==> src/rtl/l1_mem_arbiter_pkg.sv <==
// Shared types for the two-port L1 memory arbiter.
package l1_mem_arb_pkg;

  typedef enum logic [1:0] {
    IDLE    = 2'd0,
    XFER    = 2'd1,
    RELEASE = 2'd2
  } t_arb_state;

  // Index of one of the two requesting caches.
  typedef logic t_port_idx;

  // Number of DATA_WIDTH beats needed to move one cache line.
  function automatic int unsigned beats_for(input int unsigned line_bytes,
                                            input int unsigned data_bits);
    return line_bytes / (data_bits / 8);
  endfunction

endpackage

==> src/rtl/l1_mem_arbiter_rr_pick.sv <==
// Two-way round-robin selector: on a tie the port that did not own the last burst wins.
module mem_rr_pick
  import l1_mem_arb_pkg::*;
(
  input  logic [1:0] i_req,
  input  t_port_idx  i_last,
  output t_port_idx  o_gnt_idx,
  output logic       o_any
);

  // Pick the lone requester, or the non-last port when both request.
  always_comb begin
    o_any     = |i_req;
    o_gnt_idx = 1'b0;
    if (&i_req) begin
      o_gnt_idx = ~i_last;
    end else if (i_req[1]) begin
      o_gnt_idx = 1'b1;
    end
  end

endmodule

==> src/rtl/l1_mem_arbiter.sv <==
// Burst-locked round-robin arbiter sharing one memory port between two L1 caches.
module l1_mem_arbiter
  import l1_mem_arb_pkg::*;
#(
  parameter int unsigned ADDR_WIDTH = 32,
  parameter int unsigned DATA_WIDTH = 32,
  parameter int unsigned LINE_SIZE  = 64
) (
  input  logic                  i_clk,
  input  logic                  i_rst,
  input  logic                  i_p0_mem_read_en,
  input  logic                  i_p0_mem_write_en,
  input  logic [ADDR_WIDTH-1:0] i_p0_mem_addr,
  input  logic [DATA_WIDTH-1:0] i_p0_mem_write_data,
  output logic [DATA_WIDTH-1:0] o_p0_mem_read_data,
  output logic                  o_p0_mem_data_valid,
  input  logic                  i_p1_mem_read_en,
  input  logic                  i_p1_mem_write_en,
  input  logic [ADDR_WIDTH-1:0] i_p1_mem_addr,
  input  logic [DATA_WIDTH-1:0] i_p1_mem_write_data,
  output logic [DATA_WIDTH-1:0] o_p1_mem_read_data,
  output logic                  o_p1_mem_data_valid,
  output logic                  o_mem_read_en,
  output logic                  o_mem_write_en,
  output logic [ADDR_WIDTH-1:0] o_mem_addr,
  output logic [DATA_WIDTH-1:0] o_mem_write_data,
  input  logic [DATA_WIDTH-1:0] i_mem_read_data,
  input  logic                  i_mem_data_valid,
  output logic                  o_busy,
  output logic                  o_grant
);

  localparam int unsigned      BEATS     = beats_for(LINE_SIZE, DATA_WIDTH);
  localparam int unsigned      CNT_W     = $clog2(BEATS);
  localparam logic [CNT_W-1:0] LAST_BEAT = CNT_W'(BEATS - 1);

  if (BEATS < 2 || (BEATS & (BEATS - 1)) != 0) begin : g_beats_chk
    $error("l1_mem_arbiter: BEATS must be a power of two and at least 2");
  end

  t_arb_state            r_state, w_state_nxt;
  logic [CNT_W-1:0]      r_beat_cnt, w_beat_cnt_nxt;
  t_port_idx             r_grant, w_grant_nxt;
  t_port_idx             r_last_grant, w_last_grant_nxt;

  logic [1:0]            w_req;
  t_port_idx             w_pick_idx;
  logic                  w_pick_any;
  logic                  w_xfer;
  logic                  w_sel_rd, w_sel_wr, w_sel_active;
  logic [ADDR_WIDTH-1:0] w_sel_addr;
  logic [DATA_WIDTH-1:0] w_sel_wdata;

  assign w_req = {i_p1_mem_read_en | i_p1_mem_write_en,
                  i_p0_mem_read_en | i_p0_mem_write_en};

  mem_rr_pick u_pick (
    .i_req     (w_req),
    .i_last    (r_last_grant),
    .o_gnt_idx (w_pick_idx),
    .o_any     (w_pick_any)
  );

  // Granted-port view of the request; read takes precedence over write.
  assign w_sel_rd     = r_grant ? i_p1_mem_read_en    : i_p0_mem_read_en;
  assign w_sel_wr     = r_grant ? i_p1_mem_write_en   : i_p0_mem_write_en;
  assign w_sel_addr   = r_grant ? i_p1_mem_addr       : i_p0_mem_addr;
  assign w_sel_wdata  = r_grant ? i_p1_mem_write_data : i_p0_mem_write_data;
  assign w_sel_active = w_sel_rd | w_sel_wr;

  // Outputs are forced quiet while reset is held, even mid-burst.
  assign w_xfer = (r_state == XFER) && !i_rst;

  assign o_mem_read_en       = w_xfer & w_sel_rd;
  assign o_mem_write_en      = w_xfer & w_sel_wr & ~w_sel_rd;
  assign o_mem_addr          = w_xfer ? w_sel_addr  : '0;
  assign o_mem_write_data    = w_xfer ? w_sel_wdata : '0;
  assign o_p0_mem_data_valid = w_xfer & ~r_grant & i_mem_data_valid;
  assign o_p1_mem_data_valid = w_xfer &  r_grant & i_mem_data_valid;
  assign o_p0_mem_read_data  = (w_xfer && !r_grant) ? i_mem_read_data : '0;
  assign o_p1_mem_read_data  = (w_xfer &&  r_grant) ? i_mem_read_data : '0;
  assign o_busy              = w_xfer;
  assign o_grant             = r_grant & ~i_rst;

  // Arbitration, beat counting, and burst completion/abort decisions.
  always_comb begin
    w_state_nxt      = r_state;
    w_beat_cnt_nxt   = r_beat_cnt;
    w_grant_nxt      = r_grant;
    w_last_grant_nxt = r_last_grant;
    case (r_state)
      IDLE: begin
        if (w_pick_any) begin
          w_grant_nxt = w_pick_idx;
          w_state_nxt = XFER;
        end
      end
      XFER: begin
        if (i_mem_data_valid) begin
          if (r_beat_cnt == LAST_BEAT) begin
            w_state_nxt    = RELEASE;
            w_beat_cnt_nxt = '0;
          end else begin
            w_beat_cnt_nxt = r_beat_cnt + 1'b1;
          end
        end else if (!w_sel_active) begin
          w_state_nxt    = RELEASE;
          w_beat_cnt_nxt = '0;
        end
      end
      RELEASE: begin
        w_last_grant_nxt = r_grant;
        w_state_nxt      = IDLE;
      end
      default: begin
        w_state_nxt = IDLE;
      end
    endcase
  end

  // State and bookkeeping registers; last_grant resets to 1 so port 0 wins the first tie.
  always_ff @(posedge i_clk) begin
    if (i_rst) begin
      r_state      <= IDLE;
      r_beat_cnt   <= '0;
      r_grant      <= 1'b0;
      r_last_grant <= 1'b1;
    end else begin
      r_state      <= w_state_nxt;
      r_beat_cnt   <= w_beat_cnt_nxt;
      r_grant      <= w_grant_nxt;
      r_last_grant <= w_last_grant_nxt;
    end
  end

endmodule

==> config.mk <==
export PLATFORM = sky130hd
export DESIGN_NAME = l1_mem_arbiter
export DESIGN_NICKNAME = d
export VERILOG_FILES = /design/src/rtl/l1_mem_arbiter_pkg.sv /design/src/rtl/l1_mem_arbiter_rr_pick.sv /design/src/rtl/l1_mem_arbiter.sv
export SDC_FILE = /design/constraint.sdc
export NUM_CORES = 1
export LEC_CHECK = 0
export CAP_MARGIN = 30
export CORE_AREA = 4 4 115 117
export DETAILED_ROUTE_END_ITERATION = 16
export DIE_AREA = 0 0 119 121
export HOLD_SLACK_MARGIN = 0.12
export PLACE_DENSITY_LB_ADDON = 0.1
export SYNTH_ARGS = -nofsm -noshare
export SYNTH_HDL_FRONTEND = slang
export SYNTH_SLANG_ARGS = --single-unit
==> constraint.sdc <==
create_clock -name i_clk -period 2.16 [get_ports i_clk]
set_clock_uncertainty 0.15 [all_clocks]
set_input_delay 0.432 -clock i_clk [delete_from_list [all_inputs] [get_ports i_clk]]
set_output_delay 0.432 -clock i_clk [all_outputs]
set_load 0.005 [all_outputs]
## Word level (Yosys, flattened, before mapping)

Index checks and enable logic that the tools add are counted.
W data, S select, Z words.

| operators by class | value |
|---|---|
| $add $sub $neg | 1 |
| multipliers | 0 |
| divide/modulo/power cells | 0 |
| order comparisons | 0 |
| eq/ne operators | 7 |
| shift operators | 0 |
| muxes and demuxes | 18 |
| bitwise logic cells | 15 |
| reduce and logical (&&, ||, !) cells | 11 |

Operator list:

| kind | count |
|---|---|
| $mux W32 | 6 |
| $mux W4 | 3 |
| $and A1 B1 Y1 | 8 |
| $mux W2 | 4 |
| $reduce_and A2 Y1 | 3 |
| $add A4 B1 Y4 const B | 1 |
| $eq A4 B4 Y1 const B | 1 |
| $mux W1 | 4 |
| $not A1 Y1 | 4 |
| $pmux W2 S2 | 1 |
| $logic_and A1 B1 Y1 | 3 |
| $ne A3 B2 Y1 const B | 1 |
| $ne A3 B3 Y1 const B | 1 |
| $or A1 B1 Y1 | 3 |
| $reduce_and A3 Y1 | 1 |
| $eq A2 B1 Y1 const B | 1 |
| $eq A2 B2 Y1 const B | 1 |
| $logic_not A1 Y1 | 2 |
| $logic_not A2 Y1 | 1 |
| $ne A2 B1 Y1 const B | 1 |
| $ne A2 B2 Y1 const B | 1 |
| $reduce_or A2 Y1 | 1 |

| word-level totals | value |
|---|---|
| bits in registers | 8 |
| latch bits | 0 |
| bits in writable memories | 0 |
| memory bits (read-only) | 0 |
| input port bits | 167 |
| output and inout bits | 134 |
| word-level logic and storage cells | 56 |
| memories | 0 |

## Depth between registers and ports, before layout

Gate-level depths: netlist (run 1).

| depth | value |
|---|---|
| word-level depth | 5 |
| mapped depth | 6 |
| gate-level depth less buffers | 4 |

## Cells and area by module

From an unflattened synthesis (run 1), not the netlist that was laid out.

| unflattened totals | value |
|---|---|
| cells, all modules | 281 |
| area total of the unflattened synthesis | 1973.1 um^2 |

Modules (own cells, without submodules):

| module | times used | cells an instance | area an instance (um^2) | seq. area each (um^2) |
|---|---|---|---|---|
| l1_mem_arbiter | 1 | 279 | 1959.4 | 160.2 |
| mem_rr_pick | 1 | 2 | 13.8 | 0.0 |

## Least setup slack after synthesis (run 1)

OpenSTA, ideal clock, no wires.

| timing path | value |
|---|---|
| path kind | input to output |
| start | in i_rst |
| end | out o_mem_addr[24] |
| arrival time | 1445 ps |
| data required time | 1578 ps |
| slack | 133 ps |
| stages on the path | 6 |
| path buffers | 3 |
| cells stage by stage | or3b_1 > buf_2 > nor2_4 > buf_6 > buf_6 > a22o_1 |

| between the ends | value |
|---|---|
| word-level cells in the longest chain between the ends | 3 |

RTL lines:

| item | RTL line | source |
|---|---|---|
| from (decl) | l1_mem_arbiter.sv:10 | `input logic i_rst,` |
| $logic_not A1 Y1 | l1_mem_arbiter.sv:72 | `assign w_xfer = (r_state == XFER) && !i_rst;` |
| $logic_and A1 B1 Y1 | l1_mem_arbiter.sv:72 |  |
| $mux W32 | l1_mem_arbiter.sv:76 | `assign o_mem_addr = w_xfer ? w_sel_addr : '0;` |
| to (decl) | l1_mem_arbiter.sv:25 | `output logic [ADDR_WIDTH-1:0] o_mem_addr,` |

No other way between the ends.

## Worst setup path in the final report (run 1)

| timing path | value |
|---|---|
| start | reg r_state[1] |
| end | out o_mem_write_data[16] |

| between the ends | value |
|---|---|
| word-level cells in the longest chain between the ends | 3 |

RTL lines:

| item | RTL line | source |
|---|---|---|
| from (decl) | l1_mem_arbiter.sv:41 | `t_arb_state r_state, w_state_nxt;` |
| from (signal assigned) | l1_mem_arbiter.sv:129 | `r_state <= w_state_nxt;` |
| $eq A2 B1 Y1 | l1_mem_arbiter.sv:72 |  |
| $logic_and A1 B1 Y1 | l1_mem_arbiter.sv:72 |  |
| $mux W32 | l1_mem_arbiter.sv:77 | `assign o_mem_write_data = w_xfer ? w_sel_wdata : '0;` |
| to (decl) | l1_mem_arbiter.sv:26 | `output logic [DATA_WIDTH-1:0] o_mem_write_data,` |

No other way between the ends.

==> flow_summary.yaml, run 1 <==
global_route:
  grt_max_degree: 21
  grt_pass1_vias: 3246
  grt_use_total_pct: 18.4
  grt_antenna_before_repair: 2
  grt_first_pass_wirelength_um: 20500
  grt-ovfl-total: 0
synthesis:
  synth_cells: 209
  synth_top_cell_area_share_pct: 35.6
  synth_area_leaders: "a22o_1 (36%), and2_1 (26%), dfxtp_1 (10%)"
  synth_seq_area_share_pct: 10.2
  ys_ff_latch: 8
  synth.largest_area_cell: "a22o_1"
  synth.cell_area_um2: 1580
  synthDistinctLibCells: 35
  synth_warnings: 0
  synth_area_per_cell_um2: 7.54
  synthesis.nets: 377
pwr:
  power.leakage_nw: 2.75
  power_mw: 1.52
  powerDensity_nw_per_um2: 264
  ir_drop_uv: 290
clock_tree:
  clock_latency_ns: 0.23
  clk_pin_slew_ns: 0.04
  cts.sinks: 8
  htreeDepth: 1
  cts_hold_buf: 0
  cts_made_buffers: 3
  clockRootBuffer: "clkbuf_16"
  clock_path_buffers: 2
  cts_tree: "built"
floorplan:
  start_util_pct: 12.7
  ioPinCount: 301
  die_x_um: 119
  core-area_um2: 12400
  die_h_um: 121
  rows: 41
  die_area_um2: 14400
timing:
  setup_viol: 117
  slew_headroom_pct: 82.1
  layout_min_cycle_time_ns: 2.38
  worst_pin_slew_ns: 0.267
  fmax_mhz: 421
  setup_tns_ns: -12.38
  slew_viol_final: 0
  rsz0062_at_grt: "yes"
  timing.final.crit_share_pct: 110
  final_hold_viol_count: 0
  hold_ws_ns: 0.317
  layout_setup_ws_ns: -0.216
route:
  num_vias: 3234
  drt_wl_total_um: 14700
  ant_nets: 0
  drtIter0Drc: 96
  wl_per_cell_um: 19.7
  remaining_drc_errors: 0
  viasPerCell: 4.31
  firstDrtPassIters: 6
critical_path:
  r2r_cells: 4
  regToRegEndpoint: "r_state[0]"
  crit_path_cell_trace: "buf_6 -> nand2b_4 -> nor2_4 -> buf_12 -> buf_12 -> buf_12 -> buf_16 -> buf_6 -> a22o_1 -> buf_2"
  crit_required_ns: 1.58
  crit_top_cell: "buf_12"
  cpPeakStageDelay_ns: 0.32
  regToRegStartpoint: "r_grant"
  path_delay_family: "buffers and inverters"
  cp-end-kind: "output port"
  cp_slowest_cell: "dfxtp_2"
  worst_ep_arrival_time_ns: 1.79
  path_buf_inv: 7
  start_kind: "flip-flop"
  reg2reg_setup_slack_ns: 0.45
  path_max_fanout: 4
  crit_type: "reg2out"
layout:
  diodes: 0
  mostFrequentLayoutCell: "clkdlybuf4s50_1"
  drive_gt1_share_pct: 47.8
  area_growth_pct: 265
  fin_nets: 748
  mostFrequentLayoutCells: "clkdlybuf4s50_1 (166), buf_6 (83), buf_2 (72), a22o_1 (64), and2_4 (47)"
placement:
  hpwl_um: 9890
  gp_congestion: 0.785
  pre_cts_ws_ns: -0.861
  numPortBuffers: 300
outcome:
  violations: "negative setup slack"
  status: "finished with violations"
run:
  maxCapViolCount: 0
min_path:
  hold_path_depth: 2
  min_from: "r_last_grant"
  holdPathEnd: "r_last_grant"
  hold_path.class: "reg2reg"
## flip-flops by register name, indices dropped and copies added (netlist names)
name          cells
r_beat_cnt        4
r_state           2
r_grant           1
r_last_grant      1
## layout make-up
class                      count  area [um^2]
multi-input combinational    173         1400
timing repair buffer         388         3870
fill                        1211         6620
tap                          172          215
sequential                     8          163
inverter                       6         22.5
clock buffer                   3         75.1
## worst max path at each step
| stage | slack (ns) | endpoint | from | cells past startpoint |
|---|---|---|---|---|
| after global routing | -0.28 | o_mem_write_data[24] | r_state[0] | 8 |
| final | -0.22 | o_mem_write_data[16] | r_state[1] | 10 |
| after floorplan | 0.13 | o_mem_addr[24] | i_rst | 6 |
| after CTS | -0.52 | o_mem_addr[31] | r_state[0] | 7 |
| after global placement | -0.86 | o_p0_mem_read_data[9] | i_rst | 6 |
| after detailed placement | -0.86 | o_p0_mem_read_data[9] | i_rst | 6 |
## layer usage
layer / routed length (um) / global-route usage, %
met3: 1210 / 4.80
met2: 7870 / 35.0
met5: 27 / 0
met1: 5440 / 20.8
met4: 191 / 3.19
## through the flow
step,cell area (um^2),util [%],instances
after global routing,5750,46.5,750
after floorplan,1580,-,209
after global placement,4860,39.3,678
final,5750,46.5,750
after detailed placement,4860,39.3,678
after CTS,5570,45.0,739
## timing repair
action,CTS,global route
cloned,16,3
resized for setup,452,238
setup buffers,42,28
endpoints found under the setup margin,134,129
pin swaps,15,62
hold endpoints to repair,0,0
## kinds of logic (layout without fill, tap and decap cells)
| group | count (synthesis) | after routing | share of synthesized area (%) |
|---|---|---|---|
| DFF | 8 | 8 | 10.2 |
| AOI/OAI and AO/OA | 76 | 76 | 41.1 |
| buffers and inverters | 28 | 397 | 9.93 |
| muxes | 2 | 2 | 1.27 |
| adders and majority gates | 1 | 1 | 0.794 |
| and+or+nand+nor | 94 | 94 | 36.8 |
## synthesized netlist by cell type
cell and count:
dfxtp_1 8, nand2b_1 3, a21oi_1 2, o21ai_0 2
o32ai_1 1, inv_1 6, nand2_1 4, buf_6 5
buf_4 1, and3_1 1, a31oi_1 1, nand3_1 3
nor4bb_1 1, nor2_1 4, a22o_1 64, or3b_2 1
and4b_1 1, nor3_1 4, o31a_1 1, nor4_1 2
ha_1 1, buf_2 5, and2_1 65, mux2i_1 2
clkbuf_2 3, o32a_1 1, and3b_1 1, nand4_1 1
or3_1 1, a211oi_1 2, nor2_4 1, clkbuf_1 8
o2bb2ai_1 1, or3b_1 1, a41oi_1 1
## worst min-delay path, cell delays in order, from the launching register on
cell     delay (ns)
dfxtp_1        0.31
mux2i_1        0.06
nand2_1        0.06
## power by group
part	leakage [nW]	internal, mW	switching (mW)
sequential	0.0659	0.158	0.00661
combinational	2.65	0.710	0.332
clock	0.0370	0.239	0.0723
total	2.75	1.11	0.411
Power figures use the tool's default switching activity.
==> run 2: changes to the inputs <==
--- a/config.mk
+++ b/config.mk
@@ -11,6 +11,7 @@
 export DIE_AREA = 0 0 119 121
 export HOLD_SLACK_MARGIN = 0.12
 export PLACE_DENSITY_LB_ADDON = 0.1
+export RECOVER_POWER = 50
 export SYNTH_ARGS = -nofsm -noshare
 export SYNTH_HDL_FRONTEND = slang
 export SYNTH_SLANG_ARGS = --single-unit
==> results of run 2 <==
No change in the layout: final DEF, timing and power equal those of run 1.
